### config.mk
export PLATFORM = sky130hd
export DESIGN_NAME = grf_wb_arbiter
export DESIGN_NICKNAME = d
export VERILOG_FILES = /design/src/rtl/grf_wb_pkg.sv /design/src/rtl/wb_fifo.sv /design/src/rtl/grf_wb_arbiter.sv
export SDC_FILE = /design/constraint.sdc
export NUM_CORES = 1
export LEC_CHECK = 0
export BUFFER_PORTS_ARGS = -buffer_cell sky130_fd_sc_hd__buf_4
export CORE_MARGIN = 2
export CORE_UTILIZATION = 57
export DETAILED_ROUTE_END_ITERATION = 8
export GPL_TIMING_DRIVEN = 1
export HOLD_SLACK_MARGIN = 0.12
export PLACE_DENSITY_LB_ADDON = 0.25
export SYNTH_ARGS = -nofsm -noshare
export SYNTH_HDL_FRONTEND = slang
export SYNTH_HIERARCHICAL = 1
export SYNTH_SLANG_ARGS = --single-unit
### constraint.sdc
create_clock -name WBA_clk_W_i -period 12.1 [get_ports WBA_clk_W_i]
set_input_delay 0.605 -clock WBA_clk_W_i [delete_from_list [all_inputs] [get_ports WBA_clk_W_i]]
set_output_delay 0.605 -clock WBA_clk_W_i [all_outputs]
set_load 0.02 [all_outputs]
### src/rtl/grf_wb_pkg.sv
// grf_wb_pkg
// Shared widths and the write-back request record used by the GRF
// write-back arbiter and its LLU result FIFO.
//   REG_W    : register index width
//   DATA_W   : write data width
//   PC_W     : instruction PC width (trace only)
//   wb_req_t : {a3 destination, wd data, pc}
package grf_wb_pkg;

    localparam int REG_W  = 5;
    localparam int DATA_W = 32;
    localparam int PC_W   = 32;

    typedef struct packed {
        logic [REG_W-1:0]  a3;
        logic [DATA_W-1:0] wd;
        logic [PC_W-1:0]   pc;
    } wb_req_t;

endpackage

### src/rtl/wb_fifo.sv
// wb_fifo
// Small circular buffer holding LLU write-back results until a GRF write
// slot is free. The per-entry valid bits and destination indices are exported
// so the parent can build the pending-write mask without extra storage.
// Ports:
//   clk, rst_n         : clock, asynchronous active-low reset
//   push, push_data    : enqueue one request (caller guarantees not full)
//   pop                : dequeue the head (caller guarantees not empty)
//   head               : request at the read pointer
//   count              : number of occupied entries (0..DEPTH)
//   valid              : per-slot occupancy
//   ent_a3             : per-slot destination register
module wb_fifo
    import grf_wb_pkg::*;
#(
    parameter int DEPTH = 2
) (
    input  logic                          clk,
    input  logic                          rst_n,
    input  logic                          push,
    input  wb_req_t                       push_data,
    input  logic                          pop,
    output wb_req_t                       head,
    output logic [$clog2(DEPTH):0]        count,
    output logic [DEPTH-1:0]              valid,
    output logic [DEPTH-1:0][REG_W-1:0]   ent_a3
);

    localparam int PTR_W = $clog2(DEPTH);
    localparam int CNT_W = PTR_W + 1;

    wb_req_t          mem [DEPTH];
    logic [PTR_W-1:0] wr_ptr;
    logic [PTR_W-1:0] rd_ptr;

    // DEPTH is a power of two, so pointers wrap by plain overflow.
    // Slots are distinct whenever push and pop coincide (not full, not empty),
    // so the valid-bit updates never collide.
    always_ff @(posedge clk or negedge rst_n) begin
        if (!rst_n) begin
            wr_ptr <= '0;
            rd_ptr <= '0;
            count  <= '0;
            valid  <= '0;
        end else begin
            if (pop) begin
                rd_ptr        <= rd_ptr + PTR_W'(1);
                valid[rd_ptr] <= 1'b0;
            end
            if (push) begin
                wr_ptr        <= wr_ptr + PTR_W'(1);
                valid[wr_ptr] <= 1'b1;
            end
            case ({push, pop})
                2'b10:   count <= count + CNT_W'(1);
                2'b01:   count <= count - CNT_W'(1);
                default: count <= count;
            endcase
        end
    end

    // Payload storage needs no reset; occupancy is tracked by valid/count.
    always_ff @(posedge clk) begin
        if (push) begin
            mem[wr_ptr] <= push_data;
        end
    end

    assign head = mem[rd_ptr];

    always_comb begin
        for (int i = 0; i < DEPTH; i++) begin
            ent_a3[i] = mem[i].a3;
        end
    end

endmodule

### src/rtl/grf_wb_arbiter.sv
// grf_wb_arbiter
// Shares the GRF single write port between the W-stage pipeline write and
// buffered long-latency-unit results. The pipeline wins by default; a FIFO
// head that keeps losing is eventually forced through by stalling the
// pipeline for one cycle. GRF port outputs are registered (one cycle after
// the issue decision).
// Optional feature macro: WBA_TRACE_EN (prints each committed write).
// Ports:
//   WBA_clk_W_i, WBA_rstn_W_i               : clock, async active-low reset
//   WBA_pwe/pa3/pwd/ppc_W_i                  : pipeline write request
//   WBA_lvalid/la3/lwd/lpc_W_i, WBA_lready_W_o : LLU result handshake
//   WBA_stall_W_o                            : pipeline must hold its request
//   WBA_busy_W_o                             : registers with pending LLU write
//   WBA_gwe/ga3/gwd/gpc_W_o                  : registered GRF write port
module grf_wb_arbiter
    import grf_wb_pkg::*;
#(
    parameter int DEPTH      = 2,
    parameter int STARVE_MAX = 4
) (
    input  logic              WBA_clk_W_i,
    input  logic              WBA_rstn_W_i,
    input  logic              WBA_pwe_W_i,
    input  logic [4:0]        WBA_pa3_W_i,
    input  logic [31:0]       WBA_pwd_W_i,
    input  logic [31:0]       WBA_ppc_W_i,
    input  logic              WBA_lvalid_W_i,
    output logic              WBA_lready_W_o,
    input  logic [4:0]        WBA_la3_W_i,
    input  logic [31:0]       WBA_lwd_W_i,
    input  logic [31:0]       WBA_lpc_W_i,
    output logic              WBA_stall_W_o,
    output logic [31:0]       WBA_busy_W_o,
    output logic              WBA_gwe_W_o,
    output logic [4:0]        WBA_ga3_W_o,
    output logic [31:0]       WBA_gwd_W_o,
    output logic [31:0]       WBA_gpc_W_o
);

    localparam int CNT_W = $clog2(DEPTH) + 1;
    localparam int SC_W  = $clog2(STARVE_MAX + 1);

    wb_req_t                     pipe_req;
    wb_req_t                     llu_req;
    wb_req_t                     head;
    wb_req_t                     sel_req;
    logic [CNT_W-1:0]            count;
    logic [DEPTH-1:0]            valid;
    logic [DEPTH-1:0][REG_W-1:0] ent_a3;
    logic                        fifo_empty;
    logic                        push;
    logic                        issue_head;
    logic                        issue_pipe;
    logic [SC_W-1:0]             starve_cnt;

    assign pipe_req.a3 = WBA_pa3_W_i;
    assign pipe_req.wd = WBA_pwd_W_i;
    assign pipe_req.pc = WBA_ppc_W_i;
    assign llu_req.a3  = WBA_la3_W_i;
    assign llu_req.wd  = WBA_lwd_W_i;
    assign llu_req.pc  = WBA_lpc_W_i;

    // Ready depends only on the registered count: a full FIFO refuses a push
    // even if the head is popped in the same cycle.
    assign WBA_lready_W_o = (count != CNT_W'(DEPTH));
    assign push           = WBA_lvalid_W_i && WBA_lready_W_o;
    assign fifo_empty     = (count == '0);
    assign WBA_stall_W_o  = (starve_cnt == SC_W'(STARVE_MAX));

    wb_fifo #(.DEPTH(DEPTH)) u_fifo (
        .clk       (WBA_clk_W_i),
        .rst_n     (WBA_rstn_W_i),
        .push      (push),
        .push_data (llu_req),
        .pop       (issue_head),
        .head      (head),
        .count     (count),
        .valid     (valid),
        .ent_a3    (ent_a3)
    );

    // One write slot per cycle: a forced stall gives it to the FIFO head,
    // otherwise the pipeline, otherwise any waiting LLU result.
    always_comb begin
        issue_head = !fifo_empty && (WBA_stall_W_o || !WBA_pwe_W_i);
        issue_pipe = !WBA_stall_W_o && WBA_pwe_W_i;
        sel_req    = issue_head ? head : pipe_req;
    end

    // Counts cycles the current head has waited; saturates so the stall
    // decode stays asserted for exactly the cycle the head is forced out.
    always_ff @(posedge WBA_clk_W_i or negedge WBA_rstn_W_i) begin
        if (!WBA_rstn_W_i) begin
            starve_cnt <= '0;
        end else if (fifo_empty || issue_head) begin
            starve_cnt <= '0;
        end else if (starve_cnt != SC_W'(STARVE_MAX)) begin
            starve_cnt <= starve_cnt + SC_W'(1);
        end
    end

    // Writes to $0 still consume their slot but never raise the enable.
    always_ff @(posedge WBA_clk_W_i or negedge WBA_rstn_W_i) begin
        if (!WBA_rstn_W_i) begin
            WBA_gwe_W_o <= 1'b0;
            WBA_ga3_W_o <= '0;
            WBA_gwd_W_o <= '0;
            WBA_gpc_W_o <= '0;
        end else begin
            WBA_gwe_W_o <= (issue_head || issue_pipe) && (sel_req.a3 != '0);
            if (issue_head || issue_pipe) begin
                WBA_ga3_W_o <= sel_req.a3;
                WBA_gwd_W_o <= sel_req.wd;
                WBA_gpc_W_o <= sel_req.pc;
            end
        end
    end

    always_comb begin
        WBA_busy_W_o = '0;
        for (int i = 0; i < DEPTH; i++) begin
            if (valid[i] && (ent_a3[i] != '0)) begin
                WBA_busy_W_o[ent_a3[i]] = 1'b1;
            end
        end
    end

`ifdef WBA_TRACE_EN
    always @(posedge WBA_clk_W_i) begin
        if (WBA_rstn_W_i && WBA_gwe_W_o) begin
            $display("%d@%h: $%d <= %h", $time, WBA_gpc_W_o, WBA_ga3_W_o, WBA_gwd_W_o);
        end
    end
`else
`endif

endmodule

Yosys cells after proc, flatten, opt, wreduce, memory -nomap -nowiden:

Memory sizes are Yosys's and may differ from the RTL's.
Cells that the tools add are included.

* add/subtract/negate cells: 5
* $mul: 0
* divide/modulo/power cells: 0
* $lt $le $gt $ge: 8
* equal/unequal tests: 5
* shifts and indexed selects: 0
* mux-type cells: 18
* bitwise logic cells: 4
* reduce and logical (&&, ||, !) cells: 22

Operators by type and width (count)
* $mux 69: 1
* $mux 32: 2
* $or 32x32->32: 1
* $reduce_bool 5->1: 3
* $lt 5x6->1 const B: 2
* $demux 1 s5: 2
* $ge 5x1->1 const B: 2
* $logic_and 1x1->1: 10
* $mux 1: 6
* $mux 3: 2
* $lt 1x2->1 const B: 2
* $mux 2: 2
* $pmux 2 s2: 1
* $reduce_bool 2->1: 2
* $add 3x1->3 const B: 1
* $eq 3x3->1 const B: 1
* $logic_not 1->1: 3
* $logic_or 1x1->1: 3
* $ne 3x3->1 const B: 1
* $add 1x1->1 const B: 2
* $add 2x1->2 const B: 1
* $and 2x2->2: 1
* $demux 1 s1: 2
* $eq 2x1->1 const B: 1
* other kinds (7): 8

* bits in registers: 79
* latch bits: 0
* RAM bits: 138
* memory bits (read-only): 0
* bits of input ports: 142
* output and inout port bits: 104
* word-level logic and storage cells: 72
* memories: 1

Memory list
* u_fifo.mem: words 2, bits a word 69, read ports 3, clocked after memory_dff 0, wr ports 1, line wb_fifo.sv:32 `wb_req_t mem [DEPTH];`

Longest topological paths before layout:

* depth in word-level cells: 9
* gate-level depth with buffers: 10

By module:

Netlist, hierarchy kept.

Modules (own cells, without submodules)
* wb_fifo: instances 1, cells an instance 246, area each 5647.9 sq um, sequential area each 4294.1 sq um
* grf_wb_arbiter: instances 1, cells an instance 395, area each 3877.5 sq um, sequential area each 1826.8 sq um

Least setup slack after synthesis:

Ideal clock, no wire load.

* path type: reg2reg
* start point: reg u_fifo.count[0]
* end point: mem u_fifo/mem[0][0] in the netlist's numbering (enable)
* setup time: 0.497 ns
* arrival time: 3.907 ns
* required time: 11.603 ns
* slack: 7.696 ns
* stages on the path, launching flop included: 5
* path buffers: 0
* clock period less this slack: 4.404 ns
* cell sequence: dfrtp_1 -> or2b_1 -> and2_1 -> inv_1 -> nor2_1

* word-level cells in the longest chain between the ends: 4

Ends and longest elaborated chain
* from (decl): line wb_fifo.sv:24 `output logic [$clog2(DEPTH):0] count,`
* from (signal assigned): line wb_fifo.sv:55 `2'b10: count <= count + CNT_W'(1);`
* from (signal assigned): line wb_fifo.sv:56 `2'b01: count <= count - CNT_W'(1);`
* from (signal assigned): line wb_fifo.sv:57 `default: count <= count;`
* $ne 2x2->1: line grf_wb_arbiter.sv:65 `assign WBA_lready_W_o = (count != CNT_W'(DEPTH));`
* net WBA_lready_W_o: line grf_wb_arbiter.sv:28 `output logic WBA_lready_W_o,`
* $logic_and 1x1->1: line grf_wb_arbiter.sv:66 `assign push = WBA_lvalid_W_i && WBA_lready_W_o;`
* net push: line grf_wb_arbiter.sv:51 `logic push;`
* $mux 1: line wb_fifo.sv:64 `if (push) begin`
* $mux 1 (implied by the code): line wb_fifo.sv:65 `mem[wr_ptr] <= push_data;`
* to (decl): line wb_fifo.sv:32

The timed path passes the listed nets, and every way through them passes these cells.

Worst setup path after layout:

* start point: reg u_fifo.count[0]
* end point: mem u_fifo/mem[0][68] in the netlist's numbering (enable)

* word-level cells in the longest chain between the ends: 4

Ends and longest elaborated chain (line)
* $ne 2x2->1: grf_wb_arbiter.sv:65
* $logic_and 1x1->1: grf_wb_arbiter.sv:66
* net push: grf_wb_arbiter.sv:51
* $mux 1: wb_fifo.sv:64
* $mux 1 (implied by the code): wb_fifo.sv:65

The timed path passes the listed nets, and every way through them passes these cells.

==> impl.org <==
** Yosys
- Counting flops with a built-in enable in the synthesized netlist gives 138.
- The number of nets handed over by synthesis was 786.
- For this run, the number of Yosys warnings is 6.
- Dividing the synthesized area by the synthesized cell count gives 14.9 um^2.
- Of all flip-flops after synthesis, the portion carrying an async set or reset was 36.4%.
- Primary FF master, synth :: edfxtp_1
- In this run, distinct cell masters in the synthesized netlist total 40.
- The cell area that synthesis handed to floorplanning was 9530 um^2.
- The cell count after synthesis came out at 641.
- Counting flops and latches in the post-synthesis netlist gives 217.
- Part of the Yosys area used for sequential elements :: 64.3%

** Finish
- Share of post-route cells with drive strength above 1 :: 40.4%
- 0 antenna diodes ended up in the layout.
- In the final layout, flip-flops and latches occupy 6120 um^2.
- Cells fill 72.8% of the core in the end.
- Final non-filler cell area :: 12000 um^2
- P&R area growth vs syn :: 25.8%
- Final Instance Count excl. Fillers :: 1104
- The net count of the finished layout is 1013.
- Summing all multi-input logic gate instances after layout gives 2980 um^2.
- After filler insertion, the fill cell instance count of the layout stands at 1094.

** Worst setup path
- CP max stage delay :: 0.75 ns
- STA classifies the critical path endpoint as a flip-flop.
- The kind of cell with the highest combined delay along the critical path is simple AND/OR/NAND/NOR gates.
- Critical Path Source Type :: flip-flop
- CP max-delay cell :: nor2_4
- Largest fanout of any net on the critical path :: 39
- STA puts the critical path data required time at 12.22 ns.
- The worst setup path is of the flip-flop to flip-flop kind.
- Data arrival time of the critical path :: 2.90 ns
- Sum of buffers and inverters on the critical path :: 2
- Worst-path cell chain :: or2b_1 -> and2_1 -> inv_1 -> nor2_4 -> buf_4

** GRT
- Global routing used 5.52% of the available met3 tracks.
- Most Crowded Layer GR :: met2
- The number of antenna violations at the first check in global routing was 0.
- Vias in the first global route :: 6075
- After global routing the overflow that remains totals 0.
- Entering global routing, the biggest net connects 80 pins.
- Global-route wire length before repair :: 32000 um
- Global routing used 22.8% of the available tracks across all layers.
- Met2 usage in global routing :: 38.8%
- Met1 Usage GRT :: 28.9%

** Drt
- Once detail routing completed, the nets flagged for antenna violations numbered 0.
- In the routed design, unresolved DRC markers number 0.
- For this block, the via count after detailed routing is 6060.
- Detailed-route vias per instance :: 5.49
- Dividing the detail-routed wire length by the instance count gives 18.7 um.
- Aggregate routed wire length :: 20600 um
- The first detailed-routing pass ran for 5 iterations.
- In this run, the number of DRC markers left after iteration 0 of detailed routing was 369.

** Place
- DPL Wire Length :: 13800 um
- Port buffering added 244 buffers.
- Dpl cell area :: 11300 um^2
- The congestion estimate from routability-driven global placement came to 0.873.
- Prior to clock tree synthesis, the placed netlist has a worst setup slack of 9.30 ns.
- Number of cells after detailed placement :: 1064

** Floorplanning
- Standard cell core area :: 16500 um^2
- For this configuration, the core starts out at a cell density of 57.8%.
- The floorplan step set the die height to 133 um.
- Width of the die :: 133 um
- Number of core rows :: 47
- During I/O placement, the number of pins put on the boundary was 246.
- The die covers 17800 um^2.

** Clock network
- Maximum level of the CTS H-tree :: 1
- Post-cts hold buffer count :: 0
- Clock network latency to the later pin of the worst-skew pair :: 0.49 ns
- Counting along the longest clock path gives a buffer depth of 3.
- Number of buffers created by CTS :: 22
- In this run, post-CTS repair resized a total of 0 instances.
- Clock-pin slew was measured on the worst setup and hold paths at 0.06 ns.
- Buffers added to address setup during post-CTS repair amount to 0.
- Clock tree root buffer cell :: clkbuf_16
- TritonCTS clock tree :: yes
- Clock tree sinks :: 217

** Timing
- Tcrit/Tclk final :: 23.0%
- Total Negative Setup Slacks :: 0 ns
- Final hold viol count :: 0
- Highest attainable clock frequency :: 0.359 GHz
- The max-slew violation total from the final report was 0.
- On the final layout, the worst clock skew is 0.0160 ns.
- Measured against its own limit, the worst slew margin works out to 26.2%.
- RSZ-0062 raised after global routing :: no
- Setup violations remaining at the end of the flow were counted as 0.
- At the pin with the least slew margin, the transition time is 1.11 ns.
- Counting I/O delays and the setup requirement, the final critical path takes 2.78 ns.
- Hold timing on the final database bottoms out at a slack of 0.293 ns.
- After layout, the worst setup slack is 9.32 ns.

** Hold path
- Tightest Hold Check Type :: input pin to flip-flop

** Outcome
- Run status :: finished clean

** Pwr
- Total power for the finished layout comes to 2.79 mW.
- Power per standard cell area :: 233 nW/um^2
- Leakage power :: 5.08 nW
- Peak VDD IR :: 173 uV

** Run
- Max-cap violations in this run came to 0.
-- power breakdown --
| group | switching [mW] | internal [mW] |
|---|---|---|
| combinational | 0.499 | 0.478 |
| sequential | 0.137 | 1.01 |
| clock | 0.266 | 0.402 |
| total | 0.902 | 1.89 |
-- layout make-up --
| cell class | instances | area share, % |
|---|---|---|
| clock buffers | 30 | 5.19 |
| clock inverters | 10 | 0.835 |
| inverters | 4 | 0.125 |
| multi-input cells | 374 | 24.9 |
| flip-flops and latches | 217 | 51.1 |
| well taps | 220 | 2.30 |
| repair buffers | 249 | 15.6 |
-- routing by layer --
metal | wire length, um | up-vias
met3 | 1700 | 50
li1 | - | 2814
met5 | 0 | -
met4 | 649 | 0
met1 | 8090 | 2916
met2 | 10200 | 280
-- path summary, 6_finish.rpt --
path	startpoint	end	slack (ns)	cells past startpoint
max	u_fifo/count[0]$_DFFE_PN0P_	u_fifo/mem[0][68]$_DFFE_PP_	9.32	5
min	WBA_lwd_W_i[8]	u_fifo/mem[1][40]$_DFFE_PP_	0.29	1
max reg2reg	u_fifo/count[0]$_DFFE_PN0P_	u_fifo/mem[0][68]$_DFFE_PP_	9.32	5
min reg2reg	starve_cnt[0]$_DFFE_PN0P_	starve_cnt[0]$_DFFE_PN0P_	0.48	1
max in group asynchronous	WBA_rstn_W_i	u_fifo/rd_ptr$_DFFE_PN0P_	10.95	1
min in group asynchronous	WBA_rstn_W_i	WBA_gpc_W_o[31]$_DFFE_PN0P_	0.33	1
-- flip-flops by register name (all words and copies together) (netlist names) --
| signal | count |
|---|---|
| u_fifo/rd_ptr | 1 |
| starve_cnt | 3 |
| WBA_ga3_W_o | 5 |
| u_fifo/valid | 2 |
| WBA_gpc_W_o | 32 |
| WBA_gwd_W_o | 32 |
| WBA_gwe_W_o | 1 |
| u_fifo/wr_ptr | 1 |
| u_fifo/mem | 138 |
| u_fifo/count | 2 |
-- synthesized netlist by cell type (2+ instances only) --
cell      count  share of area (%)
nor2_1        5               0.20
or3b_1        3               0.28
and2_1        3               0.20
nand3_1       7               0.37
xnor2_1       3               0.28
buf_4        12               0.95
nor3_1        2               0.11
nor2b_1       3               0.20
buf_8         6               0.95
edfxtp_1    138                 44
clkbuf_1      8               0.32
mux2_2        2               0.24
clkbuf_2      3               0.16
nand3b_1      5               0.39
buf_12        7                1.5
ha_1          3               0.39
xor2_1        3               0.28
buf_2         8               0.42
o21ai_0       6               0.32
dfrtp_1      79                 21
mux2i_1      69                7.3
nand2_1      77                3.0
o21ai_1      67                3.5
o22ai_1      31                2.0
buf_6         2               0.24
mux2_4       67                 11
or4_1         2               0.16
nand2b_1      5               0.33
inv_1         4               0.16
-- logic make-up (layout without fill, tap and decap cells) --
family          after synthesis  in the layout  share of synthesized area (%)
flops                       217            217                           64.3
mux                         138            138                           18.0
simple gates                119            119                           5.90
compound gates              107            107                           6.16
buf+inv                      50            293                           4.65
xor+xnor                      6              6                          0.552
fa+ha+maj                     3              3                          0.394
other cells                   1              1                         0.0394
-- placed cells by master (no fill, tap or decap), drive strengths merged --
master	n
or3	1
nand3	7
or2	1
bufinv	2
o22ai	31
nand2	77
and2	3
or3b	3
nor2	6
xnor2	3
a21boi	1
clkbuf	30
inv	4
or2b	1
or4	2
clkinv	7
a21o	1
clkinvlp	1
dfrtp	79
buf	249
edfxtp	138
nand3b	5
nor3	2
o21ai	73
nor2b	3
nor3b	1
mux2i	69
conb	1
nand4	1
mux2	69
ha	3
xor2	3
nand2b	5
o32ai	1
and2b	1
Power figures use the tool's default switching activity.
